File: src/rtl/debounce_array.sv
`default_nettype none
// ============================================================================
// Module   : debounce_array
// Brief    : Multi-channel debouncer for active-low push inputs with
//            press/release pulses and a shared sample prescaler.
// Revision : 1.0 - initial release
// ============================================================================
module debounce_array #(
  parameter int CHANNELS     = 4,
  parameter int STABLE_COUNT = 5,
  parameter int SYNC_STAGES  = 2,
  parameter int SAMPLE_DIV   = 1,
  parameter int MODE         = 0
) (
  input  logic                clk,
  input  logic                reset,
  input  logic [CHANNELS-1:0] din,
  output logic [CHANNELS-1:0] dout,
  output logic [CHANNELS-1:0] press,
  output logic [CHANNELS-1:0] release_pulse,
  output logic                busy
);

  localparam int c_CNT_W = $clog2(STABLE_COUNT) + 1;
  localparam int c_DIV_W = (SAMPLE_DIV > 1) ? $clog2(SAMPLE_DIV) : 1;
  localparam logic [c_CNT_W-1:0] c_CNT_MAX = c_CNT_W'(STABLE_COUNT - 1);
  localparam logic [c_DIV_W-1:0] c_DIV_MAX = c_DIV_W'(SAMPLE_DIV - 1);

  logic [CHANNELS-1:0] r_sync [SYNC_STAGES];
  logic [CHANNELS-1:0] w_s;
  logic [CHANNELS-1:0] w_cnt_nz;
  logic [c_DIV_W-1:0]  r_presc;
  logic                w_tick;
  logic                r_busy;

  // Synchroniser resets to the idle (released) level so no spurious press
  always_ff @(posedge clk or negedge reset) begin
    if (!reset) begin
      for (int i = 0; i < SYNC_STAGES; i++) r_sync[i] <= '1;
    end else begin
      r_sync[0] <= din;
      for (int i = 1; i < SYNC_STAGES; i++) r_sync[i] <= r_sync[i-1];
    end
  end

  assign w_s = r_sync[SYNC_STAGES-1];

  always_ff @(posedge clk or negedge reset) begin
    if (!reset) begin
      r_presc <= '0;
    end else if (r_presc == c_DIV_MAX) begin
      r_presc <= '0;
    end else begin
      r_presc <= r_presc + c_DIV_W'(1);
    end
  end

  assign w_tick = (r_presc == c_DIV_MAX);

  generate
    for (genvar i = 0; i < CHANNELS; i++) begin : g_chan
      logic [c_CNT_W-1:0] r_cnt;
      logic [c_CNT_W-1:0] w_cnt_nxt;
      logic               r_dout;
      logic               r_press;
      logic               r_rel;
      logic               w_dout_nxt;
      logic               w_press_nxt;
      logic               w_rel_nxt;

      // In MODE 0 a released sample bypasses the counter entirely
      always_comb begin
        w_cnt_nxt   = r_cnt;
        w_dout_nxt  = r_dout;
        w_press_nxt = 1'b0;
        w_rel_nxt   = 1'b0;
        if (w_tick) begin
          if (w_s[i] == r_dout) begin
            w_cnt_nxt = '0;
          end else if ((MODE == 0 && w_s[i]) || (r_cnt == c_CNT_MAX)) begin
            w_cnt_nxt   = '0;
            w_dout_nxt  = w_s[i];
            w_press_nxt = ~w_s[i];
            w_rel_nxt   = w_s[i];
          end else begin
            w_cnt_nxt = r_cnt + c_CNT_W'(1);
          end
        end
      end

      always_ff @(posedge clk or negedge reset) begin
        if (!reset) begin
          r_cnt   <= '0;
          r_dout  <= 1'b1;
          r_press <= 1'b0;
          r_rel   <= 1'b0;
        end else begin
          r_cnt   <= w_cnt_nxt;
          r_dout  <= w_dout_nxt;
          r_press <= w_press_nxt;
          r_rel   <= w_rel_nxt;
        end
      end

      assign dout[i]          = r_dout;
      assign press[i]         = r_press;
      assign release_pulse[i] = r_rel;
      assign w_cnt_nz[i]      = |r_cnt;
    end
  endgenerate

  always_ff @(posedge clk or negedge reset) begin
    if (!reset) begin
      r_busy <= 1'b0;
    end else begin
      r_busy <= |w_cnt_nz;
    end
  end

  assign busy = r_busy;

endmodule
`default_nettype wire

File: config.mk
export PLATFORM = sky130hd
export DESIGN_NAME = debounce_array
export DESIGN_NICKNAME = d
export VERILOG_FILES = /design/src/rtl/debounce_array.sv
export SDC_FILE = /design/constraint.sdc
export NUM_CORES = 1
export LEC_CHECK = 0
export CAP_MARGIN = 25
export CELL_PAD_IN_SITES_DETAIL_PLACEMENT = 1
export CELL_PAD_IN_SITES_GLOBAL_PLACEMENT = 1
export CORE_UTILIZATION = 47
export CTS_CLUSTER_DIAMETER = 150
export DETAILED_ROUTE_END_ITERATION = 10
export PLACE_DENSITY = 0.91
export SLEW_MARGIN = 0
export SYNTH_ARGS = -nofsm -noshare
export SYNTH_HDL_FRONTEND = slang
export SYNTH_SLANG_ARGS = --single-unit
File: constraint.sdc
create_clock -name clk -period 2.25 [get_ports clk]
set_input_delay 0.45 -clock clk [delete_from_list [all_inputs] [get_ports clk]]
set_output_delay 0.45 -clock clk [all_outputs]
set_load 0.02 [all_outputs]
==> results of run 1 <==
-- cell type report --
class | count | area, um2 | share of cell area
clock buffer | 6 | 41.29 | 0.02335
sequential | 37 | 940.9 | 0.5322
clock inverter | 2 | 10.01 | 0.005662
timing repair buffer | 19 | 187.7 | 0.1062
multi-input combinational | 68 | 488.0 | 0.2760
inverter | 12 | 45.04 | 0.02548
tap | 44 | 55.05 | 0.03114
-- synth_stat cells --
cell,count
nor4bb_1,2
nor4_1,1
ha_1,12
a21oi_1,4
xor2_1,4
buf_4,12
nand3_1,5
xnor2_1,4
nor3_2,4
dfrtp_1,25
nand2b_1,4
inv_1,12
nand3b_1,4
dfstp_2,12
and3_1,3
nor2_1,16
and3_2,1
nand2_1,4
-- cell families after synthesis --
family / Yosys count / synth area share
xor+xnor: 8 / 0.04480
fa+ha+maj: 12 / 0.09600
buf+inv: 24 / 0.08640
flops: 37 / 0.6016
compound gates: 4 / 0.01280
simple gates: 44 / 0.1584
-- state kept, by name, summed over array words and instances, names as in the netlist --
register,flops
g_chan.r_cnt,16
w_s,4
g_chan.r_press,4
g_chan.r_dout,4
g_chan.r_rel,4
r_sync,4
busy,1
-- through the flow --
step | instance area [um2] | setup WS [ns] | std cells
floorplan | 1564 | 1.045 | 129
global placement | 1717 | 0.7032 | 180
detailed placement | 1717 | 0.6752 | 180
CTS | 1768 | 0.2838 | 188
global route | 1768 | 0.2680 | 188
finish | 1768 | 0.3212 | 188
-- per-layer routing --
| layer | share of wire | global-route usage | up-vias |
|---|---|---|---|
| met4 | 0.012 | 0.04983 | 0 |
| met5 | 0 | 0 | - |
| met2 | 0.55 | 0.3143 | 16 |
| met3 | 0.037 | 0.06061 | 4 |
| met1 | 0.40 | 0.1884 | 453 |
| li1 | - | - | 432 |
-- power groups by stage --
| stage | logic (W) | clock network [W] | registers [W] |
|---|---|---|---|
| floorplan | 0.0000348 | 0 | 0.000716 |
| global placement | 0.0000723 | 0 | 0.000714 |
| detailed placement | 0.0000800 | 0 | 0.000716 |
| CTS | 0.0000805 | 0.000343 | 0.000704 |
| global route | 0.0000899 | 0.000363 | 0.000707 |
| finish | 0.0000782 | 0.000322 | 0.000704 |
-- final timing paths --
| path | cells after the start | slack (ns) | end |
|---|---|---|---|
| setup / recovery | 1 | 0.32 | dout[2] |
| hold / removal | 0 | 0.36 | w_s[2] |
| setup reg to reg | 5 | 0.89 | g_chan[0].r_cnt[3] |
| hold reg to reg | 0 | 0.36 | w_s[2] |
| max in group asynchronous | 2 | 1.38 | r_sync[5] |
| min in group asynchronous | 2 | 0.53 | g_chan[1].r_cnt[1] |
-- worst reg2reg max path, cell delays in order (launching register included) --
cell	delay, ns
dfstp_2	0.54
inv_1	0.05
ha_1	0.31
nor2_1	0.15
nand2_1	0.12
nor2_1	0.13
==> out/metrics.json, run 1 <==
{
  "routing": {
    "wl_per_cell_um": 13.27,
    "final_wirelength_um": 2494,
    "drt_drc_violations_left": 0,
    "detailedRoute.firstPassIterationCount": 4,
    "post_drt_via_cell_ratio": 4.814,
    "route.antenna.remaining_nets": 0,
    "dr_total_vias": 905,
    "drt-initial-drc-count": 22
  },
  "timing": {
    "period_needed_ns": 1.929,
    "timing.setup.tns_ns": 0,
    "timing.final.setup_violations": 0,
    "max-slew-margin-rel": 0.6979,
    "timing.clock.skew_ns": 0.003592,
    "worst_hold_slack_ns": 0.3605,
    "rsz_0062_raised_after_global_routing": "no",
    "finalMaxSlewViolations": 0,
    "fin_crit_sh": 0.8572,
    "actual_slew_at_the_worst_max_slew_pin_ns": 0.4531,
    "achievable-frequency_mhz": 518.5,
    "hold_violations": 0
  },
  "worst_setup_path": {
    "crit_chain": "clkdlybuf4s50_1",
    "timing.critical_path.slowest_stage_cell": "clkdlybuf4s50_1",
    "timing.critical_path.slowest_cell_delay_ns": 0.60,
    "timing.critical_path.max_delay_family": "buffers and inverters",
    "highest_net_fanout_along_the_worst_path": 2,
    "critical_path.endpoint_type": "output pin",
    "timing_worst_setup_path_type": "flop to output pin",
    "critPathArrivalTime_ns": 1.48,
    "regToRegStartpoint": "g_chan[0].r_dout",
    "worst_setup_path_start_kind": "flop",
    "critical_path.startpoint": "g_chan[2].r_dout",
    "count_of_buffering_cells_on_the_critical_path_with_inverters_included": 1,
    "worst-endpoint-required_ns": 1.80
  },
  "floorplanning": {
    "width_of_the_die_um": 59.69,
    "row_count": 20,
    "core_area_mm2": 0.003103,
    "floorplan.io_pins": 19,
    "die_height_um": 59.69,
    "fp.dieArea_mm2": 0.003562,
    "initial_core_utilization": 0.5040
  },
  "min_path": {
    "worstHoldPathType": "flop to flop",
    "worstHoldStart": "r_sync[6]"
  },
  "synthesis": {
    "synth_largest_area_cell": "dfrtp_1",
    "seq_area_frac_synth": 0.6016,
    "synthesis.nets": 147,
    "synth_cells": 129,
    "synth.cell_area_mm2": 0.001564,
    "post_synth.cell_area_avg_um2": 12.12,
    "yosys.area.top_type_share": 0.4000,
    "yosys-top-cells-area": "dfrtp_1 40%, dfstp_2 20%, ha_1 9.6%",
    "synth.ff_latch_count": 37,
    "synth_cell_types": 18,
    "ys_warn_count": 0
  },
  "global_route": {
    "grt_antenna_before_repair": 0,
    "wire_length_of_the_first_global_routing_pass_um": 4416,
    "grt_util_all_layers": 0.1730,
    "grt_max_degree": 38,
    "grt_pass1_vias": 1033,
    "grt_overflow": 0
  },
  "layout": {
    "final_cell_mix": "25 x dfrtp_1, 18 x clkdlybuf4s50_1, 16 x nor2_1",
    "nFillCells": 350,
    "finalNetCount": 161,
    "areaGrowthSynthToFinish_pct": 13.04,
    "final_common_cell": "dfrtp_1",
    "post_route_cells_drive_above_1_share": 0.1736,
    "postLayoutCoreUtil": 0.5698,
    "n_antenna_cell": 0
  },
  "clocking": {
    "clock_tree.buffer_depth": 2,
    "clock_input_transition_at_the_sequential_cells_of_the_worst_setup_and_hold_paths_ns": 0.10,
    "cts.repair_timing.setup_buffer_count": 0,
    "cts_made_buffers": 5,
    "htree_num_levels": 2,
    "cts.repair.resized": 0,
    "cts_hold_buffers": 0,
    "cts_tree": "yes",
    "clk_root_buffer_cell": "clkbuf_4",
    "clock-sinks": 37,
    "clkLatencyLatePin_ns": 0.33
  },
  "pwr": {
    "power_frac_clock": 0.292,
    "p_leak_nw": 0.8451,
    "p_comb_frac": 0.071,
    "worst_ir_drop_vdd_mv": 0.3800,
    "final_power_w": 0.001104,
    "pwr_density_cell_mw_per_mm2": 624.4,
    "power_report.internal_total_w": 0.0008427,
    "pwr-share-seq": 0.638,
    "switchingPower_w": 0.0002612,
    "power.switching_fraction": 0.2366
  },
  "placement": {
    "detailed_placer_s_ending_hpwl_um": 1948,
    "gp_congestion": 0.6909,
    "placement.io_buffers": 18
  },
  "status": {
    "outcome": "finished clean"
  },
  "flow_run": {
    "cap_violations": 0
  }
}
(Power assumes the default switching activity.)
==> run 2: changes to the inputs <==
- CORE_UTILIZATION: 47 -> 44
- PLACE_DENSITY: 0.91 -> 0.86
==> run 2 against run 1 <==
  * Cell count increased by 1.1%
  * Clock power is essentially flat
  * Clock skew shrank 0.0015 ns
  * Register-to-register slack got worse by 0.02 ns
  * Hold slack improved by 0.0016 ns
  * Highest routed layer unchanged
==> out/metrics.json, run 2 (same netlist as run 1, synthesis figures left out) <==
{
  "timing": {
    "post-route-worst-setup-slack": {"value": 0.3341, "unit": "ns", "change": "+0.01286 ns"},
    "timing.final.setup_violations": {"value": 0, "change": "unchanged"},
    "finalMaxSlewViolations": {"value": 0, "change": "unchanged"},
    "rsz_0062_raised_after_global_routing": "no",
    "period_needed": {"value": 1.916, "unit": "ns", "change": "-0.01286 ns"},
    "hold_violations": {"value": 0, "change": "unchanged"},
    "timing.clock.skew": {"value": 0.002098, "unit": "ns", "change": "-0.001495 ns"},
    "achievable-frequency": {"value": 521.9, "unit": "MHz", "change": "+0.67%"},
    "max-slew-margin-rel": {"value": 0.6924, "change": "-0.005515"},
    "actual_slew_at_the_worst_max_slew_pin": {"value": 0.4614, "unit": "ns", "change": "+0.008272 ns"},
    "timing.setup.tns": {"value": 0, "unit": "ns", "change": "unchanged"},
    "fin_crit_sh": {"value": 0.8515, "change": "-0.005716"}
  },
  "min_path": {
    "worstHoldPathType": "flop to flop",
    "worstHoldPathCells": {"value": 0, "change": "unchanged"}
  },
  "layout": {
    "flip_flop_count_of_the_largest_register_all_copies_and_words_added": {"value": 16, "change": "unchanged"},
    "finalNetCount": {"value": 161, "change": "unchanged"},
    "fin_cells": {"value": 190, "change": "+1.1%"},
    "post_route_cells_drive_above_1_share": {"value": 0.1597, "change": "-0.01389"},
    "top_register": "g_chan.r_cnt",
    "n_antenna_cell": {"value": 0, "change": "unchanged"},
    "areaGrowthSynthToFinish": {"value": 13.04, "unit": "%", "change": "unchanged"},
    "final_cell_area": {"value": 0.001768, "unit": "mm2", "change": "unchanged"},
    "final_cell_mix": "25 x dfrtp_1, 18 x clkdlybuf4s50_1, 16 x nor2_1",
    "final_common_cell": "dfrtp_1"
  },
  "global_route": {
    "wire_length_of_the_first_global_routing_pass": {"value": 4278, "unit": "um", "change": "-3.1%"},
    "grt_antenna_before_repair": {"value": 0, "change": "unchanged"},
    "grt_overflow": {"value": 0, "change": "unchanged"},
    "grt_pass1_vias": {"value": 972, "change": "-5.9%"},
    "grt_util_all_layers": {"value": 0.1645, "change": "-0.008470"},
    "grt_max_degree": {"value": 38, "change": "unchanged"}
  },
  "routing": {
    "final_wirelength": {"value": 2555, "unit": "um", "change": "+2.4%"},
    "wl_per_cell": {"value": 13.45, "unit": "um", "change": "+1.4%"},
    "drt-initial-drc-count": {"value": 23, "change": "+4.5%"},
    "post_drt_via_cell_ratio": {"value": 4.742, "change": "-1.5%"},
    "route.antenna.remaining_nets": {"value": 0, "change": "unchanged"},
    "dr_total_vias": {"value": 901, "change": "-0.44%"},
    "detailedRoute.firstPassIterationCount": {"value": 4, "change": "unchanged"},
    "drt_drc_violations_left": {"value": 0, "change": "unchanged"}
  },
  "worst_setup_path": {
    "worst-endpoint-required": {"value": 1.80, "unit": "ns", "change": "about the same"},
    "timing.critical_path.slowest_cell_delay": {"value": 0.60, "unit": "ns", "change": "about the same"},
    "timing.critical_path.max_delay_family": "buffers and inverters",
    "crit_chain": "clkdlybuf4s50_1",
    "highest_net_fanout_along_the_worst_path": {"value": 2, "change": "unchanged"},
    "timing.critical_path.slowest_stage_cell": "clkdlybuf4s50_1",
    "timing_worst_setup_path_type": "flop to output pin",
    "timing.critical_path.depth": {"value": 1, "change": "unchanged"},
    "worst-r2r-cell-count": {"value": 5, "change": "unchanged"},
    "worst_setup_path_start_kind": "flop",
    "critical_path.endpoint_type": "output pin",
    "critPathArrivalTime": {"value": 1.47, "unit": "ns", "change": "about the same"},
    "count_of_buffering_cells_on_the_critical_path_with_inverters_included": {"value": 1, "change": "unchanged"}
  },
  "floorplanning": {
    "fp.dieArea": {"value": 0.003797, "unit": "mm2", "change": "+6.6%"},
    "floorplan.io_pins": {"value": 19, "change": "unchanged"},
    "die_height": {"value": 61.62, "unit": "um", "change": "+3.2%"},
    "core_area": {"value": 0.003363, "unit": "mm2", "change": "+8.4%"},
    "row_count": {"value": 21, "change": "+5.0%"},
    "width_of_the_die": {"value": 61.62, "unit": "um", "change": "+3.2%"},
    "initial_core_utilization": {"value": 0.4650, "change": "-0.03900"}
  },
  "clocking": {
    "cts.repair.resized": {"value": 0, "change": "unchanged"},
    "cts_tree": "yes",
    "cts_hold_buffers": {"value": 0, "change": "unchanged"},
    "clock_tree.buffer_depth": {"value": 2, "change": "unchanged"},
    "cts.repair_timing.setup_buffer_count": {"value": 0, "change": "unchanged"},
    "cts_made_buffers": {"value": 5, "change": "unchanged"},
    "clock-sinks": {"value": 37, "change": "unchanged"},
    "htree_num_levels": {"value": 2, "change": "unchanged"},
    "clk_root_buffer_cell": "clkbuf_4",
    "clkLatencyLatePin": {"value": 0.32, "unit": "ns", "change": "about the same"},
    "clock_input_transition_at_the_sequential_cells_of_the_worst_setup_and_hold_paths": {"value": 0.10, "unit": "ns", "change": "about the same"}
  },
  "placement": {
    "placement.cell_area": {"value": 0.001719, "unit": "mm2", "change": "+0.15%"},
    "placed_cells": {"value": 182, "change": "+1.1%"},
    "worst_slack_placed": {"value": 0.6942, "unit": "ns", "change": "+0.01895 ns"},
    "detailed_placer_s_ending_hpwl": {"value": 1895, "unit": "um", "change": "-2.7%"},
    "gp_congestion": {"value": 0.6502, "change": "-5.9%"},
    "placement.io_buffers": {"value": 18, "change": "unchanged"}
  },
  "pwr": {
    "p_leak": {"value": 0.8396, "unit": "nW", "change": "-0.65%"},
    "worst_ir_drop_vdd": {"value": 0.3101, "unit": "mV", "change": "-18%"},
    "pwr_density_cell": {"value": 622.5, "unit": "mW/mm2", "change": "-0.30%"},
    "power.switching_fraction": {"value": 0.2294, "change": "-0.007230"},
    "switchingPower": {"value": 0.0002524, "unit": "W", "change": "-3.4%"},
    "p_comb_frac": {"value": 0.070, "change": "about the same"},
    "power_frac_clock": {"value": 0.291, "change": "about the same"},
    "power_report.internal_total": {"value": 0.0008481, "unit": "W", "change": "+0.64%"},
    "pwr-share-seq": {"value": 0.639, "change": "about the same"}
  },
  "flow_run": {
    "cap_violations": {"value": 0, "change": "unchanged"}
  },
  "status": {
    "outcome": "finished clean"
  }
}
-- run 2: cell types whose count changed in the layout (fill, tap and decap cells not counted) --
| cell | previous run | this run |
|---|---|---|
| clkbuf_1 | 1 | 3 |
| clkinv_2 | 2 | 0 |
-- run 2: per-stage QoR --
stage | util | total power, W | hold WS (ns)
after floorplan | - | 0.0007512 | 0.1544
after global placement | 0.5112 | 0.0007857 | 0.3462
after detailed placement | 0.5112 | 0.0007943 | 0.3498
after CTS | 0.5257 | 0.001124 | 0.3647
after global routing | 0.5257 | 0.001162 | 0.3709
final | 0.5257 | 0.001101 | 0.3621
-- run 2: area by class of cell --
cell class | instances | area (um2)
repair buffers | 19 | 187.7
flip-flops and latches | 37 | 940.9
multi-input cells | 68 | 488.0
fillers | 376 | 1595
well taps | 46 | 57.56
clock buffers | 8 | 48.80
inverters | 12 | 45.04
-- run 2: power by group through the flow --
stage	Combinational, W	Clock, W	Sequential [W]
floorplan	0.0000348	0	0.000716
global placement	0.0000720	0	0.000714
detailed placement	0.0000781	0	0.000716
CTS	0.0000786	0.000342	0.000704
global route	0.0000870	0.000369	0.000707
finish	0.0000767	0.000320	0.000704
-- run 2: final timing paths --
kind / start / end / slack, ns
min in group asynchronous: reset / g_chan[1].r_press / 0.54
worst max register to register: g_chan[1].r_dout / g_chan[1].r_cnt[2] / 0.87
max in group asynchronous: reset / g_chan[3].r_dout / 1.35
worst max-delay path: g_chan[1].r_dout / dout[1] / 0.33
worst min register to register: r_sync[7] / w_s[3] / 0.36
worst min-delay path: r_sync[7] / w_s[3] / 0.36
-- run 2: per-layer routing --
metal | vias to the layer above | GRT usage | part of all wire
met4 | 0 | 0.08571 | 0.018
met5 | - | 0 | 0
met1 | 447 | 0.1764 | 0.40
met2 | 18 | 0.2903 | 0.54
li1 | 432 | - | -
met3 | 4 | 0.05042 | 0.037
